==> src/rtl/fmul_share_arbiter_if.sv <==
// Signal bundle between the requesters, the shared float multiplier and fmul_share_arbiter.
// The arbiter side uses the slave modport; the master side drives requests, acks and mul_z.
interface fmul_share_arbiter_if #(parameter int NREQ = 4);
    logic [NREQ-1:0]      req_valid;
    logic [NREQ-1:0]      req_ready;
    logic [32*NREQ-1:0]   req_a;
    logic [32*NREQ-1:0]   req_b;
    logic [NREQ-1:0]      resp_valid;
    logic [NREQ-1:0]      resp_ready;
    logic [32*NREQ-1:0]   resp_z;
    logic [31:0]          mul_a;
    logic [31:0]          mul_b;
    logic                 mul_en;
    logic [31:0]          mul_z;
    logic [NREQ-1:0]      busy;
    logic                 idle;

    modport master (
        output req_valid, req_a, req_b, resp_ready, mul_z,
        input  req_ready, resp_valid, resp_z, mul_a, mul_b, mul_en, busy, idle
    );

    modport slave (
        input  req_valid, req_a, req_b, resp_ready, mul_z,
        output req_ready, resp_valid, resp_z, mul_a, mul_b, mul_en, busy, idle
    );
endinterface

==> src/rtl/fmul_share_arbiter.sv <==
// Round-robin sharing of one fixed-latency float multiplier among NREQ requesters,
// with an id shift register tracking in-flight ops and a one-entry result buffer per requester.
module fmul_share_arbiter #(
    parameter int NREQ = 4,
    parameter int IDW  = 2,
    parameter int LAT  = 3
) (
    input  logic               clk,
    input  logic               clrn,
    fmul_share_arbiter_if.slave bus
);
    logic [NREQ-1:0][31:0]     w_req_a;
    logic [NREQ-1:0][31:0]     w_req_b;
    logic [NREQ-1:0]           w_elig;
    logic [NREQ-1:0]           w_ready;
    logic [NREQ-1:0]           w_ack;
    logic                      w_issue;
    logic [IDW-1:0]            w_gnt;
    logic [IDW:0]              w_sum;

    logic [IDW-1:0]            r_ptr;
    logic [NREQ-1:0]           r_busy;
    logic [NREQ-1:0]           r_resp_valid;
    logic [NREQ-1:0][31:0]     r_resp_z;
    logic [31:0]               r_mul_a;
    logic [31:0]               r_mul_b;
    logic                      r_mul_en;
    logic [LAT-1:0]            r_sr_valid;
    logic [LAT-1:0][IDW-1:0]   r_sr_id;

    assign w_req_a = bus.req_a;
    assign w_req_b = bus.req_b;
    assign w_elig  = bus.req_valid & ~r_busy;
    assign w_ack   = r_resp_valid & bus.resp_ready;

    // Grant is gated by clrn so req_ready stays low while reset is held.
    always_comb begin
        w_issue = 1'b0;
        w_gnt   = '0;
        w_sum   = '0;
        for (int k = 0; k < NREQ; k++) begin
            w_sum = {1'b0, r_ptr} + (IDW+1)'(k);
            if (w_sum >= (IDW+1)'(NREQ)) begin
                w_sum = w_sum - (IDW+1)'(NREQ);
            end
            if (clrn && !w_issue && w_elig[w_sum[IDW-1:0]]) begin
                w_issue = 1'b1;
                w_gnt   = w_sum[IDW-1:0];
            end
        end
    end

    assign w_ready = w_issue ? (NREQ'(1) << w_gnt) : '0;

    always_ff @(posedge clk or negedge clrn) begin
        if (!clrn) begin
            r_ptr        <= '0;
            r_busy       <= '0;
            r_resp_valid <= '0;
            r_resp_z     <= '0;
            r_mul_a      <= '0;
            r_mul_b      <= '0;
            r_mul_en     <= 1'b0;
            r_sr_valid   <= '0;
            r_sr_id      <= '0;
        end else begin
            r_mul_en      <= 1'b1;
            r_sr_valid[0] <= w_issue;
            r_sr_id[0]    <= w_gnt;
            for (int s = 1; s < LAT; s++) begin
                r_sr_valid[s] <= r_sr_valid[s-1];
                r_sr_id[s]    <= r_sr_id[s-1];
            end
            if (w_issue) begin
                r_mul_a <= w_req_a[w_gnt];
                r_mul_b <= w_req_b[w_gnt];
                if (w_gnt == IDW'(NREQ-1)) begin
                    r_ptr <= '0;
                end else begin
                    r_ptr <= w_gnt + 1'b1;
                end
            end
            // The credit rule keeps a completing id disjoint from any id being acked.
            r_busy       <= (r_busy & ~w_ack) | w_ready;
            r_resp_valid <= r_resp_valid & ~w_ack;
            if (r_sr_valid[LAT-1]) begin
                r_resp_valid[r_sr_id[LAT-1]] <= 1'b1;
                r_resp_z[r_sr_id[LAT-1]]     <= bus.mul_z;
            end
        end
    end

    assign bus.req_ready  = w_ready;
    assign bus.resp_valid = r_resp_valid;
    assign bus.resp_z     = r_resp_z;
    assign bus.mul_a      = r_mul_a;
    assign bus.mul_b      = r_mul_b;
    assign bus.mul_en     = r_mul_en;
    assign bus.busy       = r_busy;
    assign bus.idle       = ~|bus.req_valid & ~|r_busy;
endmodule

==> src/flat_wrapper.sv <==
// flat-port wrapper written by rule: the top's interface ports become plain ports
module fmul_share_arbiter_flat 
#(
    parameter int NREQ = 4,
    parameter int IDW  = 2,
    parameter int LAT  = 3
)
  (clk, clrn, bus_req_valid, bus_req_a, bus_req_b, bus_resp_ready, bus_mul_z, bus_req_ready, bus_resp_valid, bus_resp_z, bus_mul_a, bus_mul_b, bus_mul_en, bus_busy, bus_idle);
  fmul_share_arbiter_if #(.NREQ(NREQ)) bus_i ();
  input  logic clk;
  input  logic clrn;
  input wire logic [$bits(bus_i.req_valid)-1:0] bus_req_valid;
  input wire logic [$bits(bus_i.req_a)-1:0] bus_req_a;
  input wire logic [$bits(bus_i.req_b)-1:0] bus_req_b;
  input wire logic [$bits(bus_i.resp_ready)-1:0] bus_resp_ready;
  input wire logic [$bits(bus_i.mul_z)-1:0] bus_mul_z;
  output wire logic [$bits(bus_i.req_ready)-1:0] bus_req_ready;
  output wire logic [$bits(bus_i.resp_valid)-1:0] bus_resp_valid;
  output wire logic [$bits(bus_i.resp_z)-1:0] bus_resp_z;
  output wire logic [$bits(bus_i.mul_a)-1:0] bus_mul_a;
  output wire logic [$bits(bus_i.mul_b)-1:0] bus_mul_b;
  output wire logic [$bits(bus_i.mul_en)-1:0] bus_mul_en;
  output wire logic [$bits(bus_i.busy)-1:0] bus_busy;
  output wire logic [$bits(bus_i.idle)-1:0] bus_idle;
  assign bus_i.req_valid = bus_req_valid;
  assign bus_i.req_a = bus_req_a;
  assign bus_i.req_b = bus_req_b;
  assign bus_i.resp_ready = bus_resp_ready;
  assign bus_i.mul_z = bus_mul_z;
  assign bus_req_ready = bus_i.req_ready;
  assign bus_resp_valid = bus_i.resp_valid;
  assign bus_resp_z = bus_i.resp_z;
  assign bus_mul_a = bus_i.mul_a;
  assign bus_mul_b = bus_i.mul_b;
  assign bus_mul_en = bus_i.mul_en;
  assign bus_busy = bus_i.busy;
  assign bus_idle = bus_i.idle;
  fmul_share_arbiter #(.NREQ(NREQ), .IDW(IDW), .LAT(LAT)) u_core (.clk(clk), .clrn(clrn), .bus(bus_i));
endmodule
==> config.mk <==
export PLATFORM = sky130hd
export DESIGN_NAME = fmul_share_arbiter_flat
export DESIGN_NICKNAME = d
export VERILOG_FILES = /design/src/rtl/fmul_share_arbiter_if.sv /design/src/rtl/fmul_share_arbiter.sv /design/src/flat_wrapper.sv
export SDC_FILE = /design/constraint.sdc
export NUM_CORES = 1
export LEC_CHECK = 0
export BUFFER_PORTS_ARGS = -buffer_cell sky130_fd_sc_hd__buf_4
export CAP_MARGIN = 30
export CORE_AREA = 2 2 193 195
export CTS_CLUSTER_SIZE = 40
export DETAILED_ROUTE_END_ITERATION = 8
export DIE_AREA = 0 0 195 197
export PLACE_DENSITY_LB_ADDON = 0.15
export SETUP_SLACK_MARGIN = 0.3
export SLEW_MARGIN = 20
export SYNTH_ARGS = -nofsm -noshare
export SYNTH_HDL_FRONTEND = slang
export SYNTH_SLANG_ARGS = --single-unit
==> constraint.sdc <==
create_clock -name clk -period 2.5 [get_ports clk]
set_clock_uncertainty 0.15 [all_clocks]
set_input_delay 0.125 -clock clk [delete_from_list [all_inputs] [get_ports clk]]
set_output_delay 0.125 -clock clk [all_outputs]
set_load 0.1 [all_outputs]
==> results.md, run 1 <==
- Hold Vio Cnt, Final: 0
- Worst r2r src: u_core.bus.busy[2]
- Crit path buffers/inverters: 3
- Largest net degree at the start of global routing: 70
- Required time at the worst-slack endpoint: 2.23 ns
- Crit-path cells: buf_6 -> nor2b_4 -> mux4_2 -> and3_4 -> a32oi_2 -> and2_4 -> inv_4 -> ha_4 -> and2_4 -> buf_12
- WL/cell: 20.3 um
- Unrepaired setup endpoints after global routing: true
- Critical Path Fanout Max: 5
- Worst hold path class: input port to flip-flop
- Nets: 1,912
- Violated checks: negative setup slack
- Layout area overhead: 102%
- IO Pins: 504
- R2R cell count: 12
- Crit path max-delay family: simple AND/OR/NAND/NOR gates
- Worst setup EP type: output port
- Slew @ Worst Pin: 0.648 ns
- CP arrival: 2.65 ns
- CP peak stage delay: 0.49 ns
- Fillers: 3,035
- Most frequent CP cell: and2_4
- GPL Wtd Cong: 0.801
- Finish-stage setup viols: 69
- Placed Instances: 1,705
- Hold Path Stages: 4
- Row cnt: 70
- Post-synthesis sequential area ratio: 0.544
- Final Cell Area: 19,700 um2
- Post-DP HPWL: 27,300 um
- Final period util: 1.17
- #FFs+latches synth: 212
- TritonCTS clock tree: yes
- Die Span Y: 197 um
- Rel. slew slack: 0.568
- Initial antenna violation count: 9
- Die Area: 38,400 um2
- Mean post-synth cell area: 13.4 um2
- Routed Antenna Nets: 0
- Max_cap viols: 0
- Final Critical Period: 2.93 ns
- Vias in the first global route: 10,600
- Post-synth net total: 1,025
- Worst Hold End: u_core.r_sr_id[1]
- Area after DPL: 14,400 um2
- Peak Freq: 341 MHz
- Clock Latency Late Sink: 0.52 ns
- Total number of vias: 9,791
- Synth Warn #: 0
- FF-to-FF End: u_core.bus.mul_b[15]
- Share of layout cells above drive strength 1: 0.532
- FFs w/ async S/R, synth: 1.00
- Sink Count: 212
- Max Root-Sink Buffers: 3
- Avg Vias per Cell: 4.64
- Setup TNS: -20.75 ns
- Ys flop type: dfrtp_1
- Hold wc startpoint: clrn
- CTS H-Tree Depth: 1
- Worst Setup Start Kind: flip-flop
- Syn Std Cell Area: 9750 um2
- CTS Buf Count: 26
- First-pass GRT wire length: 62,100 um
- Post-route setup slack: -0.429 ns
- Final slew viol count: 0
- Total grt overflow: 0
- WL final: 42,800 um
- Slowest-stage cell, CP: mux4_2
- Initial DRC Count: 253
- Initial Util: 0.269
- PortBufs: 503
- Finished Layout Cells: 2,109
- Clock slew at reported path FFs: 0.06 ns
- WS Path Type: flip-flop to output port
- Synth cell types: 44
- Post-synth EDFFs: 0
- Drt pass-1 iters: 4
- R2r setup slk: -0.37 ns
- Die W: 195 um
- Core area: 36,300 um2
- # DRC: 0
- Cells after Synth: 726
- Status: finished, violations left
- GRT Overall Usage: 0.207
- Root Buffer: clkbuf_16
## area by class of cell
cell class              instances  area (um2)  share of cell area
repair buffers                910        8400               0.427
flip-flops and latches        212        5320               0.270
multi-input cells             455        4490               0.228
clock buffers                  37         753              0.0383
well taps                     468         586              0.0297
clock inverters                10        85.1             0.00432
inverters                       8        32.5             0.00165
diodes                          9        22.5             0.00114
## synthesized netlist by cell type, drive strengths merged, types with 2 or more instances
cell type  instances  area [um2]
buf               22         280
mux2             129        1450
nand2b             3        18.8
and2               4        25.0
o211ai             2        15.0
or3b               2        17.5
or4                3        22.5
nand3b             3        22.5
mux2i            126        1260
o21ai              5        25.0
clkbuf            29         131
nand3              3        15.0
nand2             77         292
o221a              2        22.5
a21o               5        37.5
nor2b              6        45.1
o221ai            64         567
dfrtp            212        5310
nor2               6        22.5
inv                8        30.0
mux4               2        45.0
## layer usage
metal / vias to the layer above / share of wire / track usage
met5: - / 0 / 0
met4: 0 / 0.027 / 0.0712
li1: 4487 / - / -
met1: 4832 / 0.39 / 0.241
met2: 400 / 0.52 / 0.374
met3: 72 / 0.067 / 0.0467
## cell families (layout without fill, tap and decap cells)
family	count (synthesis)	in the layout	share of synthesized area
flops	212	212	0.544
compound gates	85	85	0.0741
simple gates	111	111	0.0522
buf+inv	59	965	0.0453
mux	257	257	0.283
fa+ha+maj	1	1	0.00128
other cells	1	10	0.000384
## registers in the layout, summed over array words and instances, names as in the netlist
name                   cells
u_core.bus.resp_z        128
u_core.bus.busy            4
u_core.bus.mul_en          1
u_core.bus.mul_a          32
u_core.bus.mul_b          32
u_core.bus.resp_valid      4
u_core.r_sr_id             6
u_core.r_sr_valid          3
u_core.r_ptr               2
## stage by stage
stage / setup WS (ns) / hold WS, ns / util
final: -0.429 / 0.0246 / 0.543
after global routing: -0.503 / 0.0178 / 0.543
after CTS: -0.447 / 0.00232 / 0.523
after detailed placement: -0.346 / 0.0664 / 0.397
after global placement: -0.353 / 0.0682 / 0.396
after floorplan: -0.351 / -0.321 / -
## worst reg2reg max path: stages (launching register included)
cell and delay, ns:
dfrtp_4 0.47, or3b_4 0.38, a21boi_2 0.12, o211ai_1 0.17, o221ai_4 0.25, o221a_4 0.23
buf_6 0.12, buf_12 0.15, buf_8 0.13, buf_12 0.10, buf_16 0.13, mux2i_2 0.23
o221ai_2 0.11
## cell usage in the layout (no fill, tap or decap), types with 14 or more instances in the layout
cell           synthesis  layout
buf_4                  2     541
dlygate4sd3_1          0     295
dfrtp_1              212     207
mux2_2               129     129
mux2i_1              126      97
nand2_1               76      73
o221ai_1              63      51
clkbuf_16              0      33
buf_12                 7      25
buf_6                  8      23
mux2i_2                0      17
buf_16                 0      14
## how the worst max path moves through the flow
stage	endpoint	cells after the start	startpoint
floorplan	bus_req_ready[0]	10	u_core.bus.busy[1]
global placement	u_core.bus.mul_b[8]	9	u_core.r_ptr[1]
detailed placement	u_core.bus.mul_b[8]	8	u_core.bus.busy[2]
CTS	bus_req_ready[3]	10	u_core.bus.busy[2]
global route	bus_req_ready[3]	10	u_core.bus.busy[0]
finish	bus_req_ready[3]	10	u_core.bus.busy[2]
## timing repair
action | in CTS | in global routing
gates resized for setup | 74 | 81
setup buffers | 20 | 16
setup endpoints to repair | 74 | 74
hold endpoints to repair | 415 | 1
hold buffers | 294 | 1
pin swaps | 10 | 24
cloned | 10 | 6
Power of run 1 is left out: the tool's default activity adds up to more than one toggle a clock period on the data nets, which glitch-free logic cannot reach.
==> run 2, diff against run 1 <==
--- a/config.mk
+++ b/config.mk
@@ -7,10 +7,10 @@
 export LEC_CHECK = 0
 export BUFFER_PORTS_ARGS = -buffer_cell sky130_fd_sc_hd__buf_4
 export CAP_MARGIN = 30
-export CORE_AREA = 2 2 193 195
+export CORE_AREA = 2 2 194 196
 export CTS_CLUSTER_SIZE = 40
 export DETAILED_ROUTE_END_ITERATION = 8
-export DIE_AREA = 0 0 195 197
+export DIE_AREA = 0 0 196 198
 export PLACE_DENSITY_LB_ADDON = 0.15
 export SETUP_SLACK_MARGIN = 0.3
 export SLEW_MARGIN = 20
==> constraint.sdc (replaced) <==
create_clock -name clk -period 3.02 [get_ports clk]
set_clock_uncertainty 0.15 [all_clocks]
set_input_delay 0.151 -clock clk [delete_from_list [all_inputs] [get_ports clk]]
set_output_delay 0.151 -clock clk [all_outputs]
set_load 0.05 [all_outputs]
==> results.md, run 2 (synthesized netlist as in run 1, its figures left out) <==
- WHS: 0.143 ns (+0.118 ns)
- WS Path Type: flip-flop to output port
- Drt pass-1 iters: 6 (+2)
- Die W: 196 um (+0.51%)
- Total grt overflow: 0 (unchanged)
- Slowest-stage cell, CP: dfrtp_2
- Final slew viol count: 0 (unchanged)
- Most frequent CP cell: buf_12
- Commonest cells after routing, fill and taps aside: 531 x buf_4, 294 x dlygate4sd3_1, 207 x dfrtp_1, 129 x mux2_2, 108 x mux2i_1
- Max reg flops: 128 (unchanged)
- Hold Vio Cnt, Final: 0 (unchanged)
- Root Buffer: clkbuf_16
- FF-to-FF End: u_core.bus.mul_a[6]
- Peak Freq: 346 MHz
- Layout area overhead: 94.4%
- Met2 usage: 0.357 (-0.0165)
- Clock Latency Late Sink: 0.55 ns (+0.03 ns)
- Total Power: 22.3 mW
- TritonCTS clock tree: yes
- WL/cell: 20.0 um (-1.6%)
- VDD IR max: 564 uV
- Status: completed
- Hold wc startpoint: bus_req_valid[0]
- IO Pins: 504 (unchanged)
- Crit-path cells: or3b_4 -> a21boi_1 -> o211ai_1 -> o221ai_2 -> o221a_4 -> buf_12 -> and2_4 -> buf_12
- Initial antenna violation count: 4 (-5)
- CTS H-Tree Depth: 1 (unchanged)
- Initial Util: 0.264 (-0.00506)
- Row cnt: 71 (+1.4%)
- # DRC: 0 (unchanged)
- R2r setup slk: 0.20 ns (+0.57 ns)
- Pleak: 8.63 nW
- Required time at the worst-slack endpoint: 2.72 ns (+0.49 ns)
- Post-DP HPWL: 25,900 um (-5.1%)
- First-pass GRT wire length: 59,700 um (-3.8%)
- CP arrival: 2.59 ns (-0.06 ns)
- Nets: 1,876 (-1.9%)
- Rel. slew slack: 0.457 (-0.112)
- Total number of vias: 9,509 (-2.9%)
- Worst setup EP type: output port
- WL final: 41,400 um (-3.2%)
- Worst hold path class: input port to flip-flop
- Max Root-Sink Buffers: 3 (unchanged)
- GPL Wtd Cong: 0.806 (+0.67%)
- Sink Count: 212 (unchanged)
- GRT Overall Usage: 0.199 (-0.00791)
- Final period util: 0.956
- Avg Vias per Cell: 4.59 (-1.2%)
- Worst Hold End: u_core.r_sr_valid[0]
- Finish-stage setup viols: 0 (-100%)
- GRT met3 Usage: 0.0533 (+0.00660)
- Post-route setup slack: 0.133 ns (+0.562 ns)
- Die Span Y: 198 um (+0.51%)
- Max_cap viols: 0 (unchanged)
- Initial DRC Count: 233 (-7.9%)
- Clock slew at reported path FFs: 0.06 ns (about the same)
- Vias in the first global route: 10,300 (-2.8%)
- Hold Path Stages: 4 (unchanged)
- Slew @ Worst Pin: 0.815 ns (+0.167 ns)
- GRT busiest layer: met2
- Routed Antenna Nets: 0 (unchanged)
- Critical Path Fanout Max: 4 (-1)
- Final Critical Period: 2.89 ns
- CP peak stage delay: 0.43 ns (-0.06 ns)
- Share of layout cells above drive strength 1: 0.505 (-0.0278)
- R2R cell count: 12 (unchanged)
- Core area: 37,000 um2 (+1.9%)
- Worst r2r src: u_core.bus.busy[2]
- Met1 Use GR: 0.228 (-0.0129)
- Unrepaired setup endpoints after global routing: true
- Die Area: 38,800 um2 (+1.0%)
- Worst Setup Start Kind: flip-flop
- Setup TNS: 0 ns (+20.75 ns)
- PortBufs: 503 (unchanged)
- CTS Buf Count: 26 (unchanged)
- Power density cells: 1180 nW/um2
- Commonest non-fill, non-tap cell in the layout: buf_4
- Setup WS pre-CTS: 0.255 ns (+0.601 ns)
- Largest net degree at the start of global routing: 123 (+76%)
[run 2: cell types whose count changed in the layout (fill, tap and decap cells not counted), moves of 4 or more]
cell	before	now
mux2i_2	17	8
nor2b_4	4	0
o221ai_1	51	57
dfrtp_4	4	0
clkinv_2	6	2
mux2i_1	97	108
buf_12	25	17
buf_4	541	531
o221ai_2	12	7
dfrtp_2	1	5
buf_6	23	11
diode_2	9	4
buf_16	14	4
[run 2: worst max-delay path by stage]
stage | from | end | slack, ns | depth (start not counted)
6_report | u_core.bus.busy[2] | bus_req_ready[2] | 0.13 | 8
3_3_place_gp | u_core.r_ptr[0] | u_core.bus.mul_b[9] | 0.34 | 9
3_5_place_dp | u_core.r_ptr[0] | u_core.bus.mul_a[21] | 0.26 | 9
5_1_grt | u_core.bus.busy[2] | bus_req_ready[2] | 0.03 | 8
2_1_floorplan | u_core.bus.busy[1] | bus_req_ready[0] | 0.26 | 10
4_1_cts | u_core.bus.busy[2] | bus_req_ready[2] | 0.10 | 8
[run 2: area by class of cell]
class | count | area [um2]
fillers | 3170 | 18000
repair buffers | 874 | 7860
flip-flops and latches | 212 | 5310
multi-input cells | 455 | 4300
clock buffers | 38 | 746
well taps | 474 | 593
clock inverters | 8 | 113
inverters | 8 | 32.5
diodes | 4 | 10.0
[run 2: metal layers]
| metal | vias up | routed length [um] |
|---|---|---|
| met3 | 80 | 2800 |
| li1 | 4398 | - |
| met1 | 4646 | 15900 |
| met2 | 385 | 21200 |
| met5 | - | 0 |
| met4 | 0 | 1490 |
[run 2: per-stage QoR]
step	util	cell area [um2]	instances
after floorplan	-	9770	726
after global placement	0.380	14000	1675
after detailed placement	0.380	14000	1675
after CTS	0.493	18200	2039
after global routing	0.513	19000	2072
final	0.513	19000	2073
[run 2: repair_timing]
| action | CTS | global route |
|---|---|---|
| resized for setup | 22 | 74 |
| setup endpoints to repair | 38 | 68 |
| gates cloned | 4 | 10 |
| hold endpoints to repair | 293 | 0 |
| hold buffers | 295 | 0 |
| pin swaps | 10 | 25 |
| buffers inserted | 19 | 20 |
[run 2: power breakdown]
group / switching, mW / internal, mW / total [mW]
Sequential: 0.804 / 4.28 / 5.08
Combinational: 8.45 / 5.58 / 14.0
Clock: 1.29 / 1.88 / 3.17
Total: 10.5 / 11.7 / 22.3
[run 2: worst max-delay path: cells and delay by family (launching register included)]
family	cells	cell delay (ns)
DFF	1	0.43
buffers and inverters	2	0.26
AOI/OAI and AO/OA	4	0.79
and+or+nand+nor	2	0.56
(Power assumes the default switching activity.)
